### config.mk
export PLATFORM = sky130hd
export DESIGN_NAME = prog_loader
export DESIGN_NICKNAME = d
export VERILOG_FILES = /design/src/rtl/prog_loader.sv
export SDC_FILE = /design/constraint.sdc
export NUM_CORES = 1
export LEC_CHECK = 0
export ABC_AREA = 1
export CORE_UTILIZATION = 55
export CTS_BUF_LIST = sky130_fd_sc_hd__clkbuf_2 sky130_fd_sc_hd__clkbuf_4 sky130_fd_sc_hd__clkbuf_8
export CTS_CLUSTER_DIAMETER = 40
export CTS_CLUSTER_SIZE = 28
export DETAILED_ROUTE_END_ITERATION = 10
export GPL_TIMING_DRIVEN = 0
export HOLD_SLACK_MARGIN = 0.06
export PLACE_DENSITY_LB_ADDON = 0.3
export RECOVER_POWER = 50
export SLEW_MARGIN = 40
export SYNTH_ARGS = -nofsm -noshare
export SYNTH_HDL_FRONTEND = slang
export SYNTH_SLANG_ARGS = --single-unit
### constraint.sdc
create_clock -name clk -period 2 [get_ports clk]
set_input_delay 0.5 -clock clk [delete_from_list [all_inputs] [get_ports clk]]
set_output_delay 0.5 -clock clk [all_outputs]
set_load 0.005 [all_outputs]
### src/rtl/prog_loader.sv
// Framed byte-stream loader: COUNT, HI/LO instruction pairs and a CHK byte
// are assembled into 12-bit words and written into program memory.
module prog_loader #(
    parameter int AW = 8
) (
    input  logic          clk,
    input  logic          rst,
    input  logic          start,
    input  logic [7:0]    in_data,
    input  logic          in_valid,
    output logic          in_ready,
    output logic          LE,
    output logic [AW-1:0] LA,
    output logic [11:0]   LI,
    output logic          load_done,
    output logic          load_err,
    output logic [AW:0]   word_count
);

    typedef enum logic [2:0] {
        S_COUNT,
        S_HI,
        S_LO,
        S_CHK,
        S_DONE,
        S_ERR
    } state_t;

    state_t     state;
    logic [7:0] n_words;
    logic [7:0] hi_byte;
    logic [7:0] acc;
    logic       take;
    logic       last_word;

    assign in_ready  = (state != S_DONE) && (state != S_ERR);
    // A byte arriving together with start belongs to the aborted frame.
    assign take      = in_valid && in_ready && !start;
    assign last_word = ((word_count + 1'b1) == (AW+1)'(n_words));

    always_ff @(posedge clk or posedge rst) begin
        if (rst) begin
            state      <= S_COUNT;
            n_words    <= '0;
            hi_byte    <= '0;
            acc        <= '0;
            LE         <= 1'b0;
            LA         <= '0;
            LI         <= '0;
            load_done  <= 1'b0;
            load_err   <= 1'b0;
            word_count <= '0;
        end else begin
            LE <= 1'b0;
            if (start) begin
                state      <= S_COUNT;
                acc        <= '0;
                LA         <= '0;
                LI         <= '0;
                load_done  <= 1'b0;
                load_err   <= 1'b0;
                word_count <= '0;
            end else if (take) begin
                case (state)
                    S_COUNT: begin
                        n_words <= in_data;
                        acc     <= in_data;
                        state   <= (in_data == 8'd0) ? S_CHK : S_HI;
                    end
                    S_HI: begin
                        hi_byte <= in_data;
                        acc     <= acc ^ in_data;
                        state   <= S_LO;
                    end
                    S_LO: begin
                        acc        <= acc ^ in_data;
                        LE         <= 1'b1;
                        LA         <= word_count[AW-1:0];
                        LI         <= {hi_byte[3:0], in_data};
                        word_count <= word_count + 1'b1;
                        state      <= last_word ? S_CHK : S_HI;
                    end
                    S_CHK: begin
                        if (in_data == acc) begin
                            load_done <= 1'b1;
                            state     <= S_DONE;
                        end else begin
                            load_err <= 1'b1;
                            state    <= S_ERR;
                        end
                    end
                    default: state <= state;
                endcase
            end
        end
    end

endmodule
==> results.ini, run 1 <==
[sta]
worst_slew_pin_slew_ns=0.626
slew_violations=0
period_minus_slack_ns=1.90
setup_viol=0
finalSetupTns_ns=0
skew_ns=0.00519
rsz0062_at_grt=no
final_hold_viol_count=0
relSlewSlack=0.580
finalCritPeriodShare=0.948
fmax_ghz=0.527
hold_slack_ns=0.493

[floorplanning]
io-pin-count=45
fp.dieH_um=73.2
coreArea_sq_um=4790
die_area_sq_um=5360
initial_utilization=0.582
die_w_um=73.2
rows=25

[finish]
layout.nets=401
final_util=0.718
synthToLayoutAreaGrowth_pct=23.2
diodes=0
n_fill_cell=381
finalNonFillerCells=456
drive_above_1_share=0.0977
final_area_sq_um=3440

[pwr]
p_per_area_nw_per_um2=1020
ir_drop_v=0.000716
power_leakage_uw=0.00159

[status]
status=finished, final reports clean

[place]
placed_cell_area_sq_um=3330
dp_hpwl_um=4670
gp_congestion=0.945
numPlacedInstances=448
io_buffers=44

[route]
routedWlPerCell_um=13.8
drc=0
num_vias=2449
drt-pass1-iter-count=4
vias_per_cell=5.37
wirelength_um=6290
ant_nets=0
drt_iter0_markers=179

[yosys]
synth_cells=336
synth.top_cells.by_area=dfrtp_1, nand2_1, nand3_1
synth_adder_area_share=0.00449
synth_top_family_by_area=simple AND/OR/NAND/NOR gates
syn-num-nets=349
yosysTopAreaCell=dfrtp_1
synth_top_area_share=0.494
ys_ff_latch=55
yosysWarningCount=0
syn-cell-area_sq_um=2790
synthXorXnorAreaFrac=0.0283
synth-simple-area-share=0.254
synth-seq-area-share=0.494
synth_compound_area_frac=0.144
ys_types=31
synthMuxAreaShare=0
synth.avg_cell_area_sq_um=8.30

[cts]
worstSkewPairLatency_ns=0.31
cts_tree=done
cts_repair_resize_count=0
cts.sinks=55
clockBufferDepth=2
post_cts_buffers=0
clockRootBuffer=clkbuf_8
hold_buffers=0
cts-htree-levels=2
clk_pin_slew_ns=0.09
numCtsBuffers=5

[critical_path]
cp-end-kind=output port
critPathMaxFanout=4
startpoint_type=register
critPathArrivalTime_ns=1.40
rrSetupSlack_ns=0.20
cp.required_ns=1.50
critPathKind=reg -> out

[job]
maxCapViolCount=0

[hold_path]
hp-class=reg -> reg

[global_route]
overflow=0
grt_pass1_vias=2320
track_usage=0.269
grt_max_degree=42
antenna_found_initial=0
grt_pass1_wl_um=10700

-- critical path: stages, from the launching register on --
cell and delay (ns):
dfrtp_1 0.44, inv_2 0.08, nand2_1 0.07, clkdlybuf4s50_1 0.50
-- final timing paths --
kind                                       from                        end  depth (start not counted)
max in group asynchronous                   rst         acc[7]$_DFFE_PP0P_                          3
hold reg to reg            load_err$_DFFE_PP0P_       load_err$_DFFE_PP0P_                          2
hold / removal             load_err$_DFFE_PP0P_       load_err$_DFFE_PP0P_                          2
min in group asynchronous                   rst  word_count[0]$_DFFE_PP0P_                          2
setup reg to reg           state[2]$_DFFE_PP0P_  word_count[7]$_DFFE_PP0P_                          8
setup / recovery           state[1]$_DFFE_PP0P_                   in_ready                          3
-- cells in the final DEF (no fill, tap or decap), types with 8 or more instances in the layout --
cell,Yosys,final
dfrtp_1,55,55
nand2_1,85,86
o21ai_1,27,27
o2111ai_1,8,8
dlygate4sd3_1,0,11
nand3_1,32,32
o21ai_0,17,17
xnor2_1,9,9
inv_1,35,36
clkdlybuf4s50_1,0,33
nor2_1,15,15
-- area by class of cell --
class	instances	area, sq um	share of cell area
Clock buffer	6	82.6	0.0240
Clock inverter	2	35.0	0.0102
Buffer	10	51.3	0.0149
Tap cell	67	83.8	0.0244
Timing Repair Buffer	45	448	0.130
Sequential cell	55	1380	0.401
Inverter	43	163	0.0473
Multi-Input combinational cell	228	1200	0.348
-- flip-flops by register name (all words and copies together) (netlist names), 3 cells and up --
name	count
state	3
n_words	8
hi_byte	4
acc	8
LA	8
LI	12
word_count	9
-- cell usage after synthesis --
| cell type | instances |
|---|---|
| o21bai_1 | 1 |
| nand2_1 | 85 |
| buf_2 | 5 |
| nor2_8 | 2 |
| clkbuf_1 | 3 |
| nor2_4 | 1 |
| a21oi_4 | 1 |
| inv_2 | 8 |
| a21oi_1 | 3 |
| nand2_4 | 3 |
| nor2_1 | 15 |
| ha_1 | 1 |
| nor4_1 | 2 |
| nand3b_1 | 2 |
| dfrtp_1 | 55 |
| o21ai_2 | 3 |
| nand2_2 | 2 |
| o2111ai_1 | 8 |
| o21a_1 | 1 |
| nor2_2 | 4 |
| inv_1 | 35 |
| nor3_1 | 1 |
| xnor2_1 | 9 |
| or2_0 | 1 |
| nand3_2 | 1 |
| o21ai_1 | 27 |
| buf_1 | 1 |
| nand3_1 | 32 |
| o22ai_1 | 6 |
| o21ai_0 | 17 |
| buf_6 | 1 |
-- per-stage QoR --
step	setup slack, ns	total power, uW
after global placement	-0.829	2700
after CTS	0.0921	3540
after floorplan	0.157	2430
after global routing	0.0327	3760
final	0.104	3500
after detailed placement	-0.105	2760
-- layer usage --
layer | GRT usage | vias up | share of wire | routed length, um
met5 | 0 | - | 0 | 0
met4 | 0.150 | 0 | 0.031 | 198
met3 | 0.0470 | 13 | 0.039 | 245
met2 | 0.439 | 63 | 0.50 | 3140
met1 | 0.339 | 1163 | 0.43 | 2710
li1 | - | 1210 | - | -
-- cells by family after synthesis --
kind of cell / after synthesis
AO/OA/AOI/OAI: 67
adder cells (fa/ha/maj): 1
flip-flops: 55
AND/OR/NAND/NOR: 151
buffers and inverters: 53
XOR/XNOR: 9
-- report_power, final --
group | switching, uW | internal [uW] | total (uW)
combinational | 740 | 469 | 1210
clock | 360 | 406 | 765
sequential | 171 | 1360 | 1530
total | 1270 | 2230 | 3500
No activity file was read; power rests on OpenSTA's default activity.
==> inputs of run 2 (changes only) <==
- CORE_ASPECT_RATIO: unset -> 0.6
==> run 2 against run 1 <==
Compared with the run above: clock-buffer cell count unchanged; critical path type unchanged; clock skew up 0.0070 ns; highest routed layer unchanged; combinational power about the same; critical endpoint unchanged.
==> results.ini, run 2 (synthesized netlist as in run 1, its figures left out) <==
[route]
wirelength_um=7110
drt-pass1-iter-count=5
ant_nets=0
num_vias=2555
drc=0
routedWlPerCell_um=15.7
vias_per_cell=5.65
drt_iter0_markers=196

[global_route]
overflow=0
track_usage=0.301
grt_pass1_vias=2402
grt_pass1_wl_um=12000
grt_max_degree=44
antenna_found_initial=0

[place]
dp_hpwl_um=5260
gp_congestion=0.855
io_buffers=44
post-place-ws_ns=-0.126

[finish]
layout_common_cells=nand2_1, dfrtp_1, inv_1, nand3_1, clkdlybuf4s50_1
regMostFlops=LI
synthToLayoutAreaGrowth_pct=22.3
final_common_cell=nand2_1
layout.nets=401
largest_reg_flops=12
diodes=0
reg.largest.list=LI: 12 flops, word_count: 9 flops
drive_above_1_share=0.105
final_util=0.724

[cts]
cts.sinks=55
worstSkewPairLatency_ns=0.33
cts-htree-levels=2
numCtsBuffers=5
cts_tree=done
clockBufferDepth=2
clockRootBuffer=clkbuf_8
hold_buffers=0
clk_pin_slew_ns=0.10

[sta]
skew_ns=0.0122
finalCritPeriodShare=0.954
rsz0062_at_grt=no
relSlewSlack=0.604
period_minus_slack_ns=1.91
finalSetupTns_ns=0
setup_viol=0
worst_slew_pin_slew_ns=0.594
setup_slack_ns=0.0926
fmax_ghz=0.524
final_hold_viol_count=0
hold_slack_ns=0.508
slew_violations=0

[floorplanning]
die_area_sq_um=5370
io-pin-count=45
fp.dieH_um=57.1
rows=19
coreArea_sq_um=4710
initial_utilization=0.592
die_w_um=93.9

[critical_path]
cp-end-kind=output port
startpoint_type=register
critPathKind=reg -> out
r2r-end=word_count[7]$_DFFE_PP0P_
r2r-start=state[2]$_DFFE_PP0P_
rrSetupSlack_ns=0.10
critPathMaxFanout=4
critPathArrivalTime_ns=1.41
crit_start=state[1]$_DFFE_PP0P_
reg2regPathDepth=8
setup.worst_path.end=in_ready
cp.required_ns=1.50

[pwr]
ir_drop_v=0.000570
comb_power_share=0.361
switching_share=0.392
p_seq_frac=0.446
p_per_area_nw_per_um2=1010
power_leakage_uw=0.00157
clock_power_share=0.194
switchingPower_uw=1350
p_int_uw=2090

[job]
maxCapViolCount=0

[hold_path]
hp-class=reg -> reg

[status]
status=finished, final reports clean

==> run 2: worst min-delay path by stage <==
stage	slack [ns]	cells after the start	end	startpoint
6_report	0.51	1	load_done$_DFFE_PP0P_	load_done$_DFFE_PP0P_
5_1_grt	0.54	1	load_done$_DFFE_PP0P_	load_done$_DFFE_PP0P_
4_1_cts	0.42	2	LA[1]$_DFFE_PP0P_	rst
3_5_place_dp	0.48	2	load_err$_DFFE_PP0P_	load_err$_DFFE_PP0P_
3_3_place_gp	0.48	1	load_done$_DFFE_PP0P_	load_done$_DFFE_PP0P_
2_1_floorplan	0.47	2	n_words[5]$_DFFE_PP0P_	n_words[5]$_DFFE_PP0P_
==> run 2: metrics by stage <==
step	total power [uW]	cells	area (sq um)
floorplan	2430	336	2790
global placement	2720	443	3310
detailed placement	2780	444	3330
CTS	3440	452	3420
global route	3700	452	3410
finish	3440	452	3410
==> run 2: area by class of cell <==
type / count / area (sq um)
clock buffer: 6 / 76.3
sequential: 55 / 1380
buffer: 10 / 51.3
inverter: 43 / 163
fill: 381 / 1300
clock inverter: 2 / 16.3
multi-input combinational: 228 / 1200
tap: 63 / 78.8
timing repair buffer: 45 / 448
==> run 2: layer usage <==
metal / track usage / up-vias / wire, um
li1: - / 1204 / -
met1: 0.457 / 1191 / 3390
met2: 0.439 / 143 / 3020
met3: 0.0520 / 17 / 570
met4: 0.103 / 0 / 123
met5: 0 / - / 0
==> run 2: critical path, cell delays in order, from the launching register on <==
cell and delay (ns):
dfrtp_1 0.44, inv_2 0.09, nand2_1 0.06, clkdlybuf4s50_1 0.49
==> run 2: what timing repair did <==
item / in CTS / in global routing
resized for setup: 0 / 1
setup buffers: 0 / 0
setup endpoints to repair: 0 / 1
==> run 2: power by group through the flow <==
stage	clock network (uW)	logic, uW	registers (uW)
floorplan	0	918	1510
global placement	0	1180	1540
detailed placement	0	1230	1550
CTS	666	1240	1530
global route	707	1420	1560
finish	666	1240	1530
==> inputs of run 3 (changes only) <==
- CELL_PAD_IN_SITES_DETAIL_PLACEMENT: unset -> 0
- CELL_PAD_IN_SITES_GLOBAL_PLACEMENT: unset -> 1
- CORE_UTILIZATION: 55 -> 41
- clock period: 2 -> 2.1 ns (I/O delays scaled with it)
==> run 3 against run 2 <==
Compared with the run above: combinational power decreased by 5%; register-to-register slack better by 0.07 ns; sequential power is 5% lower; sequential cell count did not move; clock skew fell by 0.0043 ns; largest cell class unchanged; die area grew 33%; total power is 5.1% lower; critical endpoint is now word_count[7]$_DFFE_PP0P_; final cell count is 4.6% higher; sequential share of layout area down 0.27 points; cell area increased by 0.66%; clock power shrank 5.1%.
==> results.ini, run 3 (synthesized netlist as in run 1, its figures left out) <==
[pwr]
power_leakage_uw=0.00158
ir_drop_v=0.000444
p_per_area_nw_per_um2=952

[critical_path]
worst_path_most_repeated_cell=inv_2
crit_chain=inv_2, nand2_4, nor2_1, nand2_1, nor2_4, inv_2, buf_2, o22ai_1
crit_start=state[2]$_DFFE_PP0P_
r2r-start=state[2]$_DFFE_PP0P_
reg2regPathDepth=8
critPathArrivalTime_ns=2.16
slowest_stage=dfrtp_1
rrSetupSlack_ns=0.17
startpoint_type=register
cp-end-kind=register
cp.required_ns=2.32
path_depth=8
critPathMaxFanout=10
cp_top_family=simple AND/OR/NAND/NOR gates
setup.worst_path.end=word_count[7]$_DFFE_PP0P_
critPathKind=reg -> reg
slowest_delay_ns=0.46
crit_buf_inv=3
r2r-end=word_count[7]$_DFFE_PP0P_

[cts]
worstSkewPairLatency_ns=0.31
cts_repair_resize_count=0
cts_tree=done
numCtsBuffers=5
cts-htree-levels=2
hold_buffers=0
clockRootBuffer=clkbuf_8
clk_pin_slew_ns=0.11
post_cts_buffers=0
cts.sinks=55
clockBufferDepth=2

[floorplanning]
die_area_sq_um=7140
fp.dieH_um=65.9
io-pin-count=45
coreArea_sq_um=6330
die_w_um=108
initial_utilization=0.440
rows=22

[route]
drt_iter0_markers=164
drt-pass1-iter-count=4
drc=0
routedWlPerCell_um=15.1
vias_per_cell=5.13
num_vias=2426
wirelength_um=7150
ant_nets=0

[sta]
slew_violations=0
rsz0062_at_grt=no
final_hold_viol_count=0
worst_slew_pin_slew_ns=0.737
fmax_ghz=0.517
skew_ns=0.00790
hold_slack_ns=0.508
setup_slack_ns=0.165
period_minus_slack_ns=1.93
setup_viol=0
finalCritPeriodShare=0.921
relSlewSlack=0.506

[place]
io_buffers=44
placed_cell_area_sq_um=3360
post-place-ws_ns=-0.0853
dp_hpwl_um=5470
gp_congestion=0.833

[global_route]
antenna_found_initial=0
grt_pass1_vias=2344
grt_max_degree=40
grt_pass1_wl_um=11900
track_usage=0.223
overflow=0

[job]
maxCapViolCount=0

[finish]
regMostFlops=LI
synthToLayoutAreaGrowth_pct=23.1
largest_reg_flops=12
layout.nets=401
diodes=0
final_common_cell=nand2_1
final_area_sq_um=3430
drive_above_1_share=0.100
final_util=0.542
reg.largest.list=LI: 12 flops, word_count: 9 flops
layout_common_cells=nand2_1, dfrtp_1, inv_1, nand3_1, clkdlybuf4s50_1

[hold_path]
hp-class=reg -> reg

[status]
status=finished, final reports clean

==> run 3: how the worst min path moves through the flow <==
stage | cells after the start | endpoint | from
after floorplan | 2 | n_words[5]$_DFFE_PP0P_ | n_words[5]$_DFFE_PP0P_
after global placement | 1 | load_done$_DFFE_PP0P_ | load_done$_DFFE_PP0P_
after detailed placement | 2 | n_words[5]$_DFFE_PP0P_ | n_words[5]$_DFFE_PP0P_
after CTS | 2 | LI[1]$_DFFE_PP0P_ | rst
after global routing | 2 | n_words[5]$_DFFE_PP0P_ | n_words[5]$_DFFE_PP0P_
final | 1 | load_done$_DFFE_PP0P_ | load_done$_DFFE_PP0P_
==> run 3: final cells by class <==
cell class              instances  area, sq um
fillers                       625         2900
flip-flops and latches         55         1380
multi-input cells             228         1190
repair buffers                 45          448
inverters                      43          163
well taps                      84          105
clock buffers                   6         76.3
plain buffers                  10         51.3
clock inverters                 2         17.5
==> run 3: per-stage QoR <==
stage | setup TNS (ns) | power, uW | instances
global route | 0 | 3510 | 473
finish | 0 | 3270 | 473
global placement | -45.68 | 2630 | 464
CTS | 0 | 3280 | 473
floorplan | 0 | 2310 | 336
detailed placement | -0.622 | 2660 | 465
==> run 3: per-layer routing <==
layer | wire length [um] | GRT usage
met5 | 0 | 0
met3 | 384 | 0.0384
met1 | 3970 | 0.361
met4 | 44 | 0.0456
met2 | 2740 | 0.304
==> run 3: where the power goes <==
| group | switching (uW) | internal (uW) | leakage, uW |
|---|---|---|---|
| sequential | 160 | 1290 | 0.000736 |
| clock | 378 | 254 | 0.0000488 |
| combinational | 736 | 445 | 0.000792 |
==> RTL change: new RTL, config.mk and constraints of run 3 <==
Change the parameter `AW` from 8 to 7.
--- a/src/rtl/prog_loader.sv
+++ b/src/rtl/prog_loader.sv
@@ -1,7 +1,7 @@
 // Framed byte-stream loader: COUNT, HI/LO instruction pairs and a CHK byte
 // are assembled into 12-bit words and written into program memory.
 module prog_loader #(
-    parameter int AW = 8
+    parameter int AW = 7
 ) (
     input  logic          clk,
     input  logic          rst,
Interface: changed (resized LA and word_count); port bits go from 45 to 43. No check against the original RTL was run, so the function may have changed too.
==> RTL change against run 3 <==
  * Utilization down 2.6 points
  * Area after synthesis up 1.3%
  * Sequential power down 4%
  * Critical endpoint is now n_words[4]
  * Sequential cell count down 2
  * Routed wire length up 2.5%
  * Critical path depth down 1
  * Setup slack worse by 21 ps
  * Register-to-register slack better by 190 ps
  * Power down 3.8%
  * Clock power up 4.6%
  * Hold slack worse by 18 ps
  * Final area up 0.33%
  * Highest routed layer unchanged
==> RTL change: results (changes against run 3) <==
* Area of placed instances at 3380 um^2 (was 3360 um^2)
* Post-CTS setup buffer count at 0 (unchanged)
* M1 WL at 4020 um (was 3970 um)
* Synth warn at 0 (unchanged)
* Seq/Total Area, Yosys at 46.9% (was 49.4%)
* Longest Clk Path Bufs at 2 (unchanged)
* Largest register FFs at 12 (unchanged)
* Placer Congestion at 0.784 (was 0.833)
* CP max stage delay at 650 ps (was 460 ps)
* First-pass GRT wire length at 11700 um (was 11900 um)
* Share of layout cells above drive strength 1 at 20.9% (was 10.0%)
* Yosys cell types at 32 (was 31)
* Commonest cells in the netlist: nand2_1 (57), dfrtp_1 (53), nand3_1 (48), o21ai_2 (33), inv_1 (32) (was nand2_1 (85), dfrtp_1 (55), inv_1 (35), nand3_1 (32), o21ai_1 (27))
* Met1 usage at 36.0% (was 36.1%)
* Synth Net Count at 330 (was 349)
* Biggest register: LI (unchanged)
* Met2 WL post-DR at 2830 um (was 2740 um)
* Avg Inst Size Synth at 8.91 um^2 (was 8.30 um^2)
* CP max-delay cell: dlygate4sd3_1 (was dfrtp_1)
* GR Util All Layers at 22.3% (about the same)
* Final Non-Filler Cells at 455 (was 473)
* H-tree depth at 2 (unchanged)
* PostCTS Resize Cnt at 0 (unchanged)
* Met3 WL at 409 um (was 384 um)
* Diode count at 0 (unchanged)
* Skew final at 6.73 ps (was 7.90 ps)
* Number of CTS-inserted buffers at 5 (unchanged)
* DP Cell Count at 447 (was 465)
* Worst Hold Class: register to register (unchanged)
* Vias in the first global route at 2102 (was 2344)
* Vias at 2338 (was 2426)
* Async S/R FF share, synth at 100% (unchanged)
* Drt wl/cell at 16.1 um (was 15.1 um)
* Maximum VDD drop at 406 uV (was 444 uV)
* Status: completed (unchanged)
* M2 GR Usage at 29.4% (was 30.4%)
* GR Util met3 at 4.24% (was 3.84%)
* Synth Area in Adders at 0.443% (was 0.449%)
* # port buffers at 42 (was 44)
* Post-synthesis mux area share at 0.354% (was 0%)
* Synth Area in XOR/XNOR at 2.79% (was 2.83%)
* Largest net degree at the start of global routing at 29 (was 40)
* Synth Area in Compound Gates at 17.0% (was 14.4%)
* Slew HR at 17.7% (was 50.6%)
* Drt pass-1 iters at 4 (unchanged)
* Leakage at 0.00155 uW (was 0.00158 uW)
* Max Used Layer: met4 (unchanged)
* Fillers at 666 (was 625)
* Grt ovf at 0 (unchanged)
* Clock latency on the worst-skew pair at about 320 ps
* Pre-CTS setup slack at -264 ps (was -85.3 ps)
* Post-DP HPWL at 5390 um (was 5470 um)
* Top cells by area, synth: dfrtp_1 (47%), o21ai_2 (10%), nand3_1 (8.5%), nand2_1 (7.6%), inv_1 (4.3%) (was dfrtp_1 (49%), nand2_1 (11%), nand3_1 (5.7%), o21ai_1 (4.8%), inv_1 (4.7%))
* Pins over their slew limit at 0 (unchanged)
* Nets at 380 (was 401)
* CP top delay family: buffers and inverters (was simple AND/OR/NAND/NOR gates)
* DR iter-0 viols at 138 (was 164)
-- RTL change: changes by cell type after synthesis, moves of 8 or more --
cell and change:
o21ai_2 +30, nand2_1 -28, o21ai_1 -27, nand3_1 +16
o2111ai_1 -8, xnor2_1 -8, xor2_1 +8
-- RTL change: final timing paths --
path                               start    endpoint  slack (ps)  depth (start not counted)
min in group asynchronous            rst       LI[8]         900                          2
hold / removal                  load_err    load_err         490                          2
setup / recovery                in_valid  n_words[4]         140                          7
max in group asynchronous            rst    state[2]         530                          3
hold reg to reg                 load_err    load_err         490                          2
setup reg to reg           word_count[0]    state[1]         360                         11
-- RTL change: layout make-up --
type	instances	area [um^2]	area share (%)
buffer	10	73.8	2.14
inverter	39	148	4.29
tap	87	109	3.16
sequential	53	1330	38.5
clock buffer	7	96.3	2.80
clock inverter	1	5.00	0.145
timing repair buffer	43	440	12.8
multi-input combinational	215	1240	36.1
-- RTL change: report_power, final --
group / switching (uW) / internal [uW]
clock network: 362 / 299
logic: 664 / 427
registers: 166 / 1220
total: 1190 / 1950
